### src/rtl/lpffir_pipe_axis.sv
// Symmetric-tap FIR with programmable pair coefficients, 2-stage pipeline and AXI-Stream flow control.
// Optional output saturation and clip flag (sat_o) when LPFFIR_SAT_EN is defined.
module lpffir_pipe_axis #(
    parameter int DATA_W = 16,
    parameter int NTAPS  = 6,
    parameter int COEF_W = 16,
    parameter int SHIFT  = 0,
    localparam int NP    = NTAPS / 2,
    localparam int AW    = (NP > 1) ? $clog2(NP) : 1
) (
    input  logic              aclk_i,
    input  logic              areset_i,
    input  logic              rx_tvalid_i,
    output logic              rx_tready_o,
    input  logic [DATA_W-1:0] rx_tdata_i,
    input  logic              rx_tlast_i,
    output logic              tx_tvalid_o,
    input  logic              tx_tready_i,
    output logic [DATA_W-1:0] tx_tdata_o,
    output logic              tx_tlast_o,
`ifdef LPFFIR_SAT_EN
    output logic              sat_o,
`endif
    input  logic              coef_we_i,
    input  logic [AW-1:0]     coef_addr_i,
    input  logic [COEF_W-1:0] coef_data_i
);
    localparam int ACC_W = DATA_W + 1 + COEF_W + $clog2(NP) + 1;

    logic [DATA_W-1:0]        xr [1:NTAPS-1];
    logic [DATA_W-1:0]        xs [0:NTAPS-1];
    logic signed [DATA_W:0]   p [0:NP-1];
    logic signed [COEF_W-1:0] coef [0:NP-1];
    logic                     t1;
    logic [2:1]               vld_pipe;
    logic                     s1_rdy, s2_rdy, accept;
    logic signed [ACC_W-1:0]  acc;
    logic [DATA_W-1:0]        dout;

    assign s2_rdy      = !vld_pipe[2] | tx_tready_i;
    assign s1_rdy      = !vld_pipe[1] | s2_rdy;
    assign rx_tready_o = s1_rdy;
    assign accept      = rx_tvalid_i & s1_rdy;
    assign tx_tvalid_o = vld_pipe[2];

    // Tap 0 is the incoming sample itself, so the pre-adders see the full window.
    always_comb begin
        xs[0] = rx_tdata_i;
        for (int j = 1; j < NTAPS; j++) xs[j] = xr[j];
    end

    // A tlast beat wipes history so the next packet starts from zeros.
    always_ff @(posedge aclk_i or posedge areset_i) begin
        if (areset_i) begin
            for (int j = 1; j < NTAPS; j++) xr[j] <= '0;
        end else if (accept) begin
            if (rx_tlast_i) begin
                for (int j = 1; j < NTAPS; j++) xr[j] <= '0;
            end else begin
                xr[1] <= rx_tdata_i;
                for (int j = 2; j < NTAPS; j++) xr[j] <= xr[j-1];
            end
        end
    end

    always_ff @(posedge aclk_i or posedge areset_i) begin
        if (areset_i) begin
            vld_pipe[1] <= 1'b0;
            t1          <= 1'b0;
            for (int k = 0; k < NP; k++) p[k] <= '0;
        end else if (s1_rdy) begin
            vld_pipe[1] <= accept;
            if (accept) begin
                t1 <= rx_tlast_i;
                for (int k = 0; k < NP; k++)
                    p[k] <= {xs[k][DATA_W-1], xs[k]} + {xs[NTAPS-1-k][DATA_W-1], xs[NTAPS-1-k]};
            end
        end
    end

    always_ff @(posedge aclk_i or posedge areset_i) begin
        if (areset_i) begin
            for (int k = 0; k < NP; k++) coef[k] <= COEF_W'(1);
        end else if (coef_we_i && int'(coef_addr_i) < NP) begin
            coef[coef_addr_i] <= coef_data_i;
        end
    end

    always_comb begin
        acc = '0;
        for (int k = 0; k < NP; k++) acc = acc + ACC_W'(p[k]) * ACC_W'(coef[k]);
    end

`ifdef LPFFIR_SAT_EN
    logic signed [ACC_W-1:0] shifted;
    logic [ACC_W-DATA_W:0]   hi;
    logic                    clip;
    always_comb begin
        shifted = acc >>> SHIFT;
        hi      = shifted[ACC_W-1:DATA_W-1];
        // In range only when every bit above the output sign bit matches it.
        clip    = !((&hi) | ~(|hi));
        dout    = clip ? {shifted[ACC_W-1], {(DATA_W-1){~shifted[ACC_W-1]}}}
                       : shifted[DATA_W-1:0];
    end
`else
    assign dout = DATA_W'(acc >>> SHIFT);
`endif

    always_ff @(posedge aclk_i or posedge areset_i) begin
        if (areset_i) begin
            vld_pipe[2] <= 1'b0;
            tx_tdata_o  <= '0;
            tx_tlast_o  <= 1'b0;
`ifdef LPFFIR_SAT_EN
            sat_o       <= 1'b0;
`endif
        end else if (s2_rdy) begin
            vld_pipe[2] <= vld_pipe[1];
            if (vld_pipe[1]) begin
                tx_tdata_o <= dout;
                tx_tlast_o <= t1;
`ifdef LPFFIR_SAT_EN
                sat_o      <= clip;
`endif
            end
        end
    end
endmodule

### config.mk
export PLATFORM = sky130hd
export DESIGN_NAME = lpffir_pipe_axis
export DESIGN_NICKNAME = d
export VERILOG_FILES = /design/src/rtl/lpffir_pipe_axis.sv
export SDC_FILE = /design/constraint.sdc
export NUM_CORES = 1
export LEC_CHECK = 0
export ABC_AREA = 1
export BUFFER_PORTS_ARGS = -buffer_cell sky130_fd_sc_hd__buf_2
export CORE_ASPECT_RATIO = 0.5
export CORE_MARGIN = 2
export CORE_UTILIZATION = 50
export CTS_CLUSTER_DIAMETER = 120
export DETAILED_ROUTE_END_ITERATION = 8
export PLACE_DENSITY = 0.64
export SETUP_SLACK_MARGIN = 0.05
export SLEW_MARGIN = 20
export SYNTH_ARGS = -nofsm -noshare
export SYNTH_HDL_FRONTEND = slang
export SYNTH_SLANG_ARGS = --single-unit
### constraint.sdc
create_clock -name aclk_i -period 16.5 [get_ports aclk_i]
set_input_delay 2.475 -clock aclk_i [delete_from_list [all_inputs] [get_ports aclk_i]]
set_output_delay 2.475 -clock aclk_i [all_outputs]
set_load 0.1 [all_outputs]
# --- Word-level counts from Yosys, hierarchy flattened ---
# Cells that the tools add are included.
totals:
  elab_cells: 41
  mem_bits_ro: 0
  mem_count: 0
  inputBits: 40
  ramBits: 0
  ff_bits: 199
  latchBits: 0
classes:
  n_lt_le_gt_ge: 3
  n_reduce_logical: 6
  n_eq_ne: 0
  div_mod_pow: 0
  muxes: 4
  bitwise: 4
  n_shift: 0
  mul: 3
  n_addsub: 5
ops:
  columns: ["cell", "count"]
  rows:
  - ["two-way mux 80 bit", 1]
  - ["adder 16 x 16 -> 17 bit", 3]
  - ["multiplier 17 x 16 -> 16 bit", 3]
  - ["bitwise mux 48 bit", 1]
  - ["adder 16 bit", 2]
  - ["demux 16 bit (select 2 bit)", 1]
  - ["two-way mux 16 bit", 1]
  - ["AND reduction 2 bit", 2]
  - ["greater-or-equal comparator 3 bit (second input constant)", 1]
  - ["< comparator 3 x 1 -> 1 bit (second input constant)", 1]
  - ["NOT 2 -> 3 bit", 1]
  - ["logical AND 1 bit", 2]
  - ["logical NOT 1 bit", 2]
  - ["< comparator 2 bit (second input constant)", 1]
  - ["OR 1 bit", 2]
  - ["AND 1 bit", 1]

# --- Logic depth before layout (Yosys ltp) ---
depth:
  word_depth: 6
  depth_mapped: 37
  mapped_depth_nobuf: 35

# --- Least setup slack after synthesis ---
# Ideal clock, no wire load.
synth_timing:
  path_type: "register -> register"
  start: "register coef[32] (netlist bit)"
  end: "register tx_tdata_o[13]"
  setup_ns: 0.120
  t_arrival_ns: 6.754
  stages_incl_launch_ff: 31
  path_buffers: 2
  path_slack_ns: 9.626
  period_less_slack_ns: 6.874
  path_cell_list: "dfstp_2 -> buf_4 -> clkbuf_1 -> nand2_1 -> fa_1 -> inv_1 -> ha_1 -> inv_1 -> fa_1 -> fa_1 -> fa_1 -> fa_1 -> inv_1 -> fa_1 -> inv_1 -> fa_1 -> fa_1 -> inv_1 -> ha_1 -> nand2_1 -> nand2_1 -> a21oi_1 -> nor2_1 -> o21ai_0 -> nand2_1 -> nand2_1 -> nand2_1 -> a21oi_1 -> nand2_1 -> nand3_1 -> nand2_1"
synth_between:
  elab_chain_len: 3
synth_rtl:
  columns: ["item", "line_no", "text"]
  rows:
  - ["start, declared", "33", "logic signed [COEF_W-1:0] coef [0:NP-1];"]
  - ["start signal, assigned by index", "85", "coef[coef_addr_i] <= coef_data_i;"]
  - ["multiplier 17 x 16 -> 16 bit", "91", "for (int k = 0; k < NP; k++) acc = acc + ACC_W'(p[k]) * ACC_W'(coef[k]);"]
  - ["adder 16 bit (2 in a row)", "91", null]
  - ["end signal, assigned", "121", "tx_tdata_o <= dout;"]
  - ["end, declared", "19", "output logic [DATA_W-1:0] tx_tdata_o,"]
# No other way between the ends.
# A chain may end at the register's enable or synchronous reset.

# --- Worst setup path after layout ---
layout_timing:
  start: "register p[2] (netlist bit)"
  end: "register tx_tdata_o[13]"
layout_between:
  elab_chain_len: 2
layout_rtl:
  columns: ["item", "line_no", "text"]
  rows:
  - ["start, declared", "32", "logic signed [DATA_W:0] p [0:NP-1];"]
  - ["start signal, assigned by index", "76", "p[k] <= {xs[k][DATA_W-1], xs[k]} + {xs[NTAPS-1-k][DATA_W-1], xs[NTAPS-1-k]};"]
  - ["multiplier 17 x 16 -> 16 bit", "91", null]
  - ["adder 16 bit", "91", null]
# No other way between the ends.

==> insert_results.sql <==
INSERT INTO impl_metrics (metric_group, metric, value, unit) VALUES
('run_status', 'status', 'finished clean', ''),
('timing', 'max_slew.worst_pin.slew', '0.982', 'ns'),
('floorplanning', 'start_util', '0.508', ''),
('cts', 'cts.hold.buffers_added', '0', ''),
('critical_path', 'worst-setup-path-type', 'register to register', ''),
('cts', 'cts_repair_resize_count', '0', ''),
('route', 'wire_length_on_met3', '4100', 'µm'),
('global_routing', 'grt_start_max_net_pins', '134', ''),
('cts', 'max-clock-path-buffers', '2', ''),
('route', 'wire_per_inst', '17.0', 'µm'),
('logic_synthesis', 'postSynthRegisterBits', '196', ''),
('floorplanning', 'ios', '59', ''),
('timing', 'clock.fmax', '0.137', 'GHz'),
('timing', 'final_hold_viol_count', '0', ''),
('critical_path', 'crit_path_start_kind', 'register', ''),
('logic_synthesis', 'postSynthAreaPerCell', '7.66', 'µm²'),
('placed_design', 'dp.cells', '3553', ''),
('critical_path', 'timing.critical_path.arrival', '7.75', 'ns'),
('logic_synthesis', 'synth.area.mux_share', '0', ''),
('floorplanning', 'die_width', '307', 'µm'),
('critical_path', 'worst_path_most_repeated_cell', 'fa_1', ''),
('cts', 'tritoncts.num_buffers', '17', ''),
('logic_synthesis', 'postSynthCellCount', '3005', ''),
('route', 'firstDrtPassIters', '5', ''),
('final_layout', 'finalNonFillerCells', '3585', ''),
('logic_synthesis', 'yosysTopAreaCell', 'fa_1', ''),
('run', 'drv_cap', '0', ''),
('cts', 'worst_skew_pair.late_latency', '0.49', 'ns'),
('logic_synthesis', 'synth_nets', '3539', ''),
('route', 'routed-wl-met2', '27700', 'µm'),
('placed_design', 'gp_congestion', '0.902', ''),
('global_routing', 'grt_antenna_before_repair', '1', ''),
('logic_synthesis', 'synth_compound_gate_area_share', '0.0657', ''),
('route', 'highest-signal-layer', 'met5', ''),
('logic_synthesis', 'share_of_the_synthesized_area_in_the_top_cell_type', '0.251', ''),
('cts', 'cts.sink_count', '196', ''),
('final_layout', 'fin_nets', '3508', ''),
('cts', 'cts_root_buf', 'clkbuf_16', ''),
('floorplanning', 'die_area', '47900', 'µm²'),
('critical_path', 'endpoint_kind', 'register', ''),
('timing', 'timing.clock.skew', '0.0284', 'ns'),
('route', 'post-route-drc-count', '0', ''),
('final_layout', 'regArea', '4910', 'µm²'),
('timing', 'timing.final.crit_period', '7.32', 'ns'),
('final_layout', 'finish.instance_area', '24200', 'µm²'),
('placed_design', 'dpl-instance-area', '23600', 'µm²'),
('route', 'avgViaCountPerCell', '5.02', ''),
('timing', 'drv_slew', '0', ''),
('logic_synthesis', 'synth_fa_ha_area_frac', '0.363', ''),
('critical_path', 'worst-path-max-fanout', '15', ''),
('route', 'met1Wirelength', '27600', 'µm'),
('timing', 'finalSetupViolations', '0', ''),
('final_layout', 'fin_util', '0.536', ''),
('logic_synthesis', 'post_synth_instance_area', '23000', 'µm²'),
('global_routing', 'grt_pass1_wl', '98200', 'µm'),
('final_layout', 'multi_input_area', '14400', 'µm²'),
('timing', 'grt_setup_unrepaired', 'false', ''),
('logic_synthesis', 'netlist_top_cells_area', 'fa_1, dfrtp_1, inv_1', ''),
('logic_synthesis', 'netlist-cell-type-count', '40', ''),
('route', 'count_of_routing_violations_after_the_opening_detailed_route_iteration', '1279', ''),
('logic_synthesis', 'post_synth_and_or_nand_nor_area_fraction', '0.178', ''),
('timing', 'post-route-period-util', '0.443', ''),
('floorplanning', 'core_region_area', '45300', 'µm²'),
('logic_synthesis', 'synth_seq_area_share', '0.213', ''),
('final_layout', 'nFillCells', '4390', ''),
('floorplanning', 'floorplan.die.height', '156', 'µm'),
('final_layout', 'layout_cell_share_with_drive_strength_beyond_1', '0.0472', ''),
('worst_hold_path', 'hp-class', 'register to register', ''),
('global_routing', 'grt_total_ovfl', '0', ''),
('cts', 'clock_tree_from_tritoncts', 'built', ''),
('critical_path', 'timing.critical_path.required', '16.93', 'ns');
-- layout by cell type, fill, tap and decap left out, types with 4 or more instances in the layout --
| cell | count |
|---|---|
| a21oi_1 | 54 |
| a31oi_1 | 10 |
| buf_2 | 58 |
| buf_4 | 8 |
| clkbuf_16 | 17 |
| clkinv_8 | 5 |
| dfrtp_1 | 193 |
| fa_1 | 289 |
| ha_1 | 205 |
| inv_1 | 851 |
| inv_2 | 5 |
| nand2_1 | 838 |
| nand2_2 | 9 |
| nand3_1 | 85 |
| nand3b_1 | 8 |
| nand4_1 | 7 |
| nor2_1 | 41 |
| nor4_1 | 4 |
| o21ai_0 | 138 |
| o21bai_1 | 4 |
| o22ai_1 | 50 |
| o31ai_1 | 6 |
| or2_2 | 18 |
| xnor2_1 | 16 |
| xor2_1 | 28 |
-- cell type report --
cell class              instances  area share
multi-input cells            1833       0.592
flip-flops and latches        196       0.202
inverters                     860       0.133
well taps                     598      0.0309
clock buffers                  17      0.0175
repair buffers                 66      0.0144
clock inverters                15     0.00949
-- stage by stage --
step | hold slack (ns) | worst slack [ns]
after global routing | 0.506 | 8.76
after CTS | 0.488 | 9.24
final | 0.481 | 9.18
after global placement | 0.459 | 9.34
after floorplan | 0.453 | 8.69
after detailed placement | 0.463 | 9.24
-- layer usage --
layer  GRT usage  vias up
li1            -     8741
met1       0.375     8717
met2       0.436      477
met3      0.0429       73
met4      0.0771        2
met5           0        -
-- Yosys cell counts (all sizes together) --
cell type,count
inv,858
nand2,847
fa,289
ha,205
dfrtp,193
o21ai,140
nand3,87
clkbuf,76
a21oi,54
o22ai,50
nor2,44
buf,40
xor2,28
or2,18
xnor2,16
a31oi,10
nand3b,9
nand4,7
o31ai,6
nor4,4
o21bai,4
a211oi,3
a21o,3
dfstp,3
nor3,3
o2111ai,3
clkinv,2
nand2b,1
o211ai,1
o311ai,1
-- cells by family after synthesis --
| kind of cell | count (synthesis) |
|---|---|
| simple gates | 1020 |
| buf+inv | 976 |
| fa+ha+maj | 494 |
| compound gates | 275 |
| flops | 196 |
| xor+xnor | 44 |
-- state kept, by name (all words and copies together) (netlist names) --
| signal | flops |
|---|---|
| tx_tvalid_o | 1 |
| xr | 80 |
| tx_tdata_o | 16 |
| coef | 48 |
| vld_pipe | 1 |
| tx_tlast_o | 1 |
| t1 | 1 |
| p | 48 |
-- final timing paths --
| check | startpoint | end | slack (ns) | cells past startpoint |
|---|---|---|---|---|
| worst max-delay path | p[2] | tx_tdata_o[13] | 9.18 | 32 |
| worst min-delay path | tx_tdata_o[4] | tx_tdata_o[4] | 0.48 | 2 |
| worst max register to register | p[2] | tx_tdata_o[13] | 9.18 | 32 |
| worst min register to register | tx_tdata_o[4] | tx_tdata_o[4] | 0.48 | 2 |
| max in group asynchronous | areset_i | coef[1] | 12.86 | 3 |
| min in group asynchronous | areset_i | xr[79] | 2.22 | 2 |
-- worst register-to-register path: cells and delay by family (launching register included) --
family / cells / cell delay [ns]
compound gates: 3 / 0.54
buf+inv: 7 / 0.42
simple gates: 12 / 1.09
flops: 1 / 0.79
fa+ha+maj: 10 / 4.44
Power is not shown: default switching activity piles up to over one toggle a cycle in this logic, so the estimate is an artifact.
